`src/rtl/fifo_wptr_ctrl.sv`:
```
// Write-side pointer controller for a dual-clock FIFO. It keeps the binary and Gray
// write pointers, synchronizes the read Gray pointer, and derives full/level status.
module fifo_wptr_ctrl #(
   parameter int ABITS       = 4,
   parameter int SYNC_STAGES = 2,
   parameter int AFULL_LEVEL = 12
) (
   input  logic             clock,
   input  logic             reset,
   input  logic             write_i,
   input  logic [ABITS:0]   rptr_gray_i,
   output logic [ABITS:0]   wptr_gray_o,
   output logic [ABITS-1:0] addr_o,
   output logic             wr_en_o,
   output logic             full_o,
   output logic             almost_full_o,
   output logic [ABITS:0]   level_o,
   output logic             overflow_o
);

   localparam int P = ABITS + 1;
   // Full means the pointers differ only in their top two Gray bits, so one XOR mask covers ABITS=1 too
   localparam logic [P-1:0] FULL_MASK = P'(3) << (P - 2);
   localparam logic [P-1:0] AFULL_THR = P'(AFULL_LEVEL);

   logic [P-1:0] syncQ [SYNC_STAGES];
   logic [P-1:0] wptrBinQ, wptrGrayQ, levelQ;
   logic         fullQ, almostFullQ, overflowQ;

   logic [P-1:0] rs, rbin, binNx, grayNx, levelNx;
   logic         wrEn, fullNx;

   assign rs = syncQ[SYNC_STAGES-1];

   // Raw capture of the read pointer is safe because successive Gray values differ in one bit
   always_ff @(posedge clock) begin
      if (reset) begin
         for (int i = 0; i < SYNC_STAGES; i++) begin
            syncQ[i] <= '0;
         end
      end else begin
         syncQ[0] <= rptr_gray_i;
         for (int i = 1; i < SYNC_STAGES; i++) begin
            syncQ[i] <= syncQ[i-1];
         end
      end
   end

   always_comb begin
      rbin = '0;
      for (int i = 0; i < P; i++) begin
         rbin[i] = ^(rs >> i);
      end
   end

   assign wrEn    = write_i & ~fullQ;
   assign binNx   = wptrBinQ + P'(wrEn);
   assign grayNx  = binNx ^ (binNx >> 1);
   assign fullNx  = (grayNx == (rs ^ FULL_MASK));
   assign levelNx = binNx - rbin;

   always_ff @(posedge clock) begin
      if (reset) begin
         wptrBinQ    <= '0;
         wptrGrayQ   <= '0;
         fullQ       <= 1'b0;
         almostFullQ <= 1'b0;
         levelQ      <= '0;
         overflowQ   <= 1'b0;
      end else begin
         wptrBinQ    <= binNx;
         wptrGrayQ   <= grayNx;
         fullQ       <= fullNx;
         almostFullQ <= (levelNx >= AFULL_THR);
         levelQ      <= levelNx;
         overflowQ   <= write_i & fullQ;
      end
   end

   assign wptr_gray_o   = wptrGrayQ;
   assign addr_o        = wptrBinQ[ABITS-1:0];
   assign wr_en_o       = wrEn;
   assign full_o        = fullQ;
   assign almost_full_o = almostFullQ;
   assign level_o       = levelQ;
   assign overflow_o    = overflowQ;

endmodule

```
`config.mk`:
```
export PLATFORM = sky130hd
export DESIGN_NAME = fifo_wptr_ctrl
export DESIGN_NICKNAME = d
export VERILOG_FILES = /design/src/rtl/fifo_wptr_ctrl.sv
export SDC_FILE = /design/constraint.sdc
export NUM_CORES = 1
export LEC_CHECK = 0
export CAP_MARGIN = 20
export CELL_PAD_IN_SITES_DETAIL_PLACEMENT = 0
export CELL_PAD_IN_SITES_GLOBAL_PLACEMENT = 1
export CORE_UTILIZATION = 35
export CTS_CLUSTER_DIAMETER = 60
export CTS_CLUSTER_SIZE = 8
export DETAILED_ROUTE_END_ITERATION = 12
export PLACE_DENSITY = 0.77
export SLEW_MARGIN = 5
export SYNTH_ARGS = -nofsm -noshare
export SYNTH_HDL_FRONTEND = slang
export SYNTH_SLANG_ARGS = --single-unit
```
`constraint.sdc`:
```
create_clock -name clock -period 3.3 [get_ports clock]
set_input_delay 0.66 -clock clock [delete_from_list [all_inputs] [get_ports clock]]
set_output_delay 0.66 -clock clock [all_outputs]
set_load 0.03 [all_outputs]
```
==> After elaboration in Yosys (flattened, before gate mapping) <==
Memories as Yosys holds them, arrays and structs flattened.
Index checks and enable logic that the tools add are counted.
{ "word_totals": {"reg_bits": 18, "latchBits": 0, "ram_bits": 10, "rom_bits": 0, "input_bits": 8, "out_inout_bits": 18, "word_cells": 28, "mem_count": 1} }
{ "classes": {"n_addsub": 2, "multipliers": 0, "n_div": 0, "order_cmp": 1, "n_eq_ne": 1, "shifts": 0, "mux": 5, "bitwise": 7, "n_reduce_logical": 5} }
{ "memory_table": {"columns": ["memory", "depth", "word_bits", "read_ports", "rd_clocked_by_memory_dff", "write_ports", "line", "text"], "rows": [
  ["syncQ", 2, 5, 2, 0, 2, "26", "logic [P-1:0] syncQ [SYNC_STAGES];"]
]} }
{ "op_table": {"columns": ["cell", "count"], "rows": [
  ["5-bit parity", 5],
  ["5-bit two-way mux", 2],
  ["5-bit by 1-bit adder with 5-bit output", 1],
  ["5-bit == test", 1],
  ["5-bit by 4-bit >= comparator with 1-bit output, second input constant", 1],
  ["5-bit subtractor", 1],
  ["5-bit by 4-bit bitwise XOR with 5-bit output", 1],
  ["1-bit two-way mux", 3],
  ["1-bit AND", 2],
  ["2-bit NOT", 1],
  ["1-bit OR", 2],
  ["1-bit NOT", 1]
]} }

==> Longest topological paths before layout <==
{ "depth": {"ltp_word": 5, "ltp_mapped": 11, "depth_no_buf": 11} }

==> Least setup slack after synthesis <==
No wires, ideal clock.
{ "synth_timing": {"path_kind": "input to register", "start": "input port write_i", "end": "register almostFullQ, in the netlist almost_full_o", "setup_ns": 0.134, "t_arrival_ns": 3.179, "path_slack_ns": -0.012, "path_stages": 10, "n_path_buf": 0, "cell_sequence": "nor2b_1 > ha_1 > ha_1 > xor2_2 > ha_1 > nor2b_1 > a221oi_1 > o21ai_0 > a311oi_1 > o22ai_1"} }
{ "synth_between": {"elab_chain_len": 4} }
{ "synth_rtl": {"columns": ["element", "line", "text"], "rows": [
  ["start, declared", "10", "input logic write_i,"],
  ["1-bit AND", "56", "assign wrEn = write_i & ~fullQ;"],
  ["5-bit by 1-bit adder with 5-bit output", "57", "assign binNx = wptrBinQ + P'(wrEn);"],
  ["named net binNx[2]", "30", "logic [P-1:0] rs, rbin, binNx, grayNx, levelNx;"],
  ["5-bit subtractor", "60", "assign levelNx = binNx - rbin;"],
  ["5-bit by 4-bit >= comparator with 1-bit output", "74", "almostFullQ <= (levelNx >= AFULL_THR);"],
  ["end signal, assigned", "74", null],
  ["end, declared", "28", "logic fullQ, almostFullQ, overflowQ;"]
]} }
The timed path passes the listed nets, and every way through them passes these cells.
A chain may end at the register's enable or synchronous reset.

==> Worst setup path in the final report <==
{ "layout_timing": {"start": "input port write_i", "end": "register almostFullQ, in the netlist almost_full_o"} }
{ "layout_between": {"elab_chain_len": 4} }
{ "layout_rtl": {"columns": ["element", "line"], "rows": [
  ["1-bit AND", "56"],
  ["5-bit by 1-bit adder with 5-bit output", "57"],
  ["5-bit subtractor", "60"],
  ["5-bit by 4-bit >= comparator with 1-bit output", "74"]
]} }
Every way passes these cells.

==> qor.txt <==
I/O Buffers -> 25
Placer Congestion -> 0.780
Die ar. -> 3540 um^2
gr usage total -> 12.6%
final hold vios -> 0
H-tree levels -> 1
Setup Skew -> 6.23 ps
# diodes -> 0
cts bufs inserted -> 3
met2 wire len -> 944 um
crit path cell chain -> clkdlybuf4s50_1 > nor2b_2 > ha_1 > nand3_1 > xor2_1 > inv_1 > ha_1 > nor2b_1 > a221oi_1 > o21ai_0 > a311oi_2 > o22ai_1
setup bufs post-CTS -> 0
Final Total Pwr -> 756 uW
CTS max path bufs -> 2
Worst-Margin Slew -> 421 ps
DR vias/cell -> 4.32
Iter 0 DRT Violations -> 16
Hold Path Class -> reg2reg
CP Data Required Time -> 3520 ps
Psw -> 241 uW
CP max FO -> 7
critical path's largest stage delay -> 470 ps
met1 WL -> 952 um
post-DP HPWL -> 1550 um
Final Cell Area -> 1530 um^2
number of cells on the critical path -> 12
Post-synth ARST share -> 0%
global route total overflow -> 0
crit path time final -> 3060 ps
root buffer cell -> clkbuf_4
Leakage -> 0.611 nW
layout net count -> 161
Main synth FF type -> dfxtp_1
layout cells sized above 1 -> 12.3%
Register Area -> 541 um^2
IO Count -> 26
Synth top area share -> 46.7%
worst reg-to-reg path cell count -> 11
Syn Inst Count -> 115
synth unique cells -> 28
Worst Setup End Kind -> flop
Reg power frac -> 48.3%
post-route setup TNS -> 0 ps
Sw Ratio -> 31.8%
Die Width -> 59.5 um
fin cells -> 190
Power Density -> 494 nW/um^2
RSZ-0062 raised after global routing -> false
register area share after synthesis -> 46.7%
critical path's top delay family -> compound AO/OA/AOI/OAI gates
CTS Sinks -> 27
pin count of the biggest net entering global routing -> 19
antenna violations before repair -> 0
EDFF count, synth -> 0
Max Used Layer -> met4
Max Cap Viol -> 0
syn_area_per_cell -> 10.1 um^2
Clock Power Share -> 19.3%
DRT Pass-1 Iters -> 4
VDD IR-drop max -> 0.000183 V
DP Area -> 1500 um^2
Arr. time, crit path -> 3280 ps
final-layout fill cell count -> 330
CP most frequent cell -> ha_1
routed wl met3 -> 66 um
Synth Cell Area -> 1160 um^2
Slew Limit Fails -> 0
remaining routing DRC violations -> 0
vias in the first global route -> 769
Synth Register Bits -> 27
most frequent cells after synthesis -> dfxtp_1 (27), nor2b_1 (17), nor2_1 (15), xnor2_1 (7), xor2_1 (7)
Vias -> 821
Die Y -> 59.5 um
Int Pwr -> 516 uW
Startpoint Class -> input pin
Post-CTS Hold Fix Bufs -> 0
CTS tree -> done
Worst Path Class, Setup -> in2reg
DR WL/cell -> 10.4 um
fin crit share -> 92.7%
clock-pin slew on the worst setup and hold paths -> 140 ps
Post-Synthesis Net Count -> 129
area of the multi-input gates -> 592 um^2
area leader, netlist -> dfxtp_1
row count -> 20
relative slew slack -> 71.8%
Post-Route WL -> 1980 um
most used standard cell by instance count after synthesis -> dfxtp_1
global-route wire length before repair -> 3340 um
post-placement cell count -> 186
Antenna Nets Post-Route -> 0
Starting Density -> 37.3%
Hold Path Stages -> 1
Max Fclk -> 327 MHz
buffers plus inverters on the worst setup path -> 2
core outline area -> 3100 um^2
area grow syn2layout -> 32.3%
Skew-Pair Late Insertion Delay -> 330 ps
status -> finished clean
Synthesis Warnings -> 0
Area contributors post-synth -> dfxtp_1 (47%), nor2b_1 (9.2%), ha_1 (6.5%)
Critical Path Slowest Stage Cell -> clkdlybuf4s50_1
combinational share of power -> 32.3%
count of final setup violators -> 0
-- cell type report --
type	count	area share (%)
inverters	5	1.23
repair buffers	31	19.3
well taps	44	3.59
clock buffers	3	1.47
flip-flops and latches	27	35.3
multi-input cells	79	38.6
clock inverters	1	0.490
-- worst paths after layout --
kind,endpoint,start,slack [ps]
min reg2reg,syncQ[0][5],syncQ[0][0],450
max,almost_full_o,write_i,240
max reg2reg,almost_full_o,full_o,710
min,syncQ[0][5],syncQ[0][0],450
-- power groups by stage --
| stage | clock network, mW | registers (mW) | logic, mW |
|---|---|---|---|
| 2_1_floorplan | 0 | 0.422 | 0.110 |
| 3_3_place_gp | 0 | 0.373 | 0.239 |
| 4_1_cts | 0.155 | 0.366 | 0.242 |
| 3_5_place_dp | 0 | 0.373 | 0.241 |
| 5_1_grt | 0.163 | 0.369 | 0.266 |
| 6_report | 0.146 | 0.366 | 0.245 |
-- timing repair --
item / 4_1_cts / 5_1_grt
hold endpoints to repair: 0 / 0
gates resized for setup: 0 / 1
setup endpoints to repair: 0 / 1
-- metrics by stage --
stage / hold WS, ps / setup WS, ps / utilization [%]
floorplan: 414 / 196 / -
global placement: 418 / 55.1 / 48.2
detailed placement: 422 / -99.3 / 48.2
CTS: 456 / 245 / 49.2
global route: 468 / 47.5 / 49.4
finish: 453 / 241 / 49.4
-- layout by cell type (no fill, tap or decap), drive strengths merged, types with 2 or more instances in the layout --
cell,instances
a21oi,2
a221oi,2
buf,6
clkbuf,3
clkdlybuf4s50,25
dfxtp,27
ha,6
inv,5
nand2,4
nand3,3
nor2,15
nor2b,17
xnor2,9
xor2,9
-- sequential cells by signal, indices dropped and copies added, names as in the netlist --
| register | count |
|---|---|
| wptr_gray_o | 4 |
| level_o | 5 |
| overflow_o | 1 |
| syncQ | 10 |
| almost_full_o | 1 |
| full_o | 1 |
| wptrBinQ | 5 |
-- logic make-up (layout without fill, tap and decap cells) --
group,count (synthesis),after routing,share of synthesized area (%)
AO/OA/AOI/OAI,8,8,5.95
AND/OR/NAND/NOR,46,46,20.9
XOR/XNOR,18,18,16.2
flip-flops,27,27,46.7
buffers and inverters,9,40,2.92
adder cells (fa/ha/maj),6,6,6.49
multiplexers,1,1,0.865
-- routing by layer --
layer	vias to the layer above	track usage (%)
li1	430	-
met1	367	15.8
met2	22	21.2
met3	2	2.62
met4	0	4.98
met5	-	0
No activity file was read; power rests on OpenSTA's default activity.
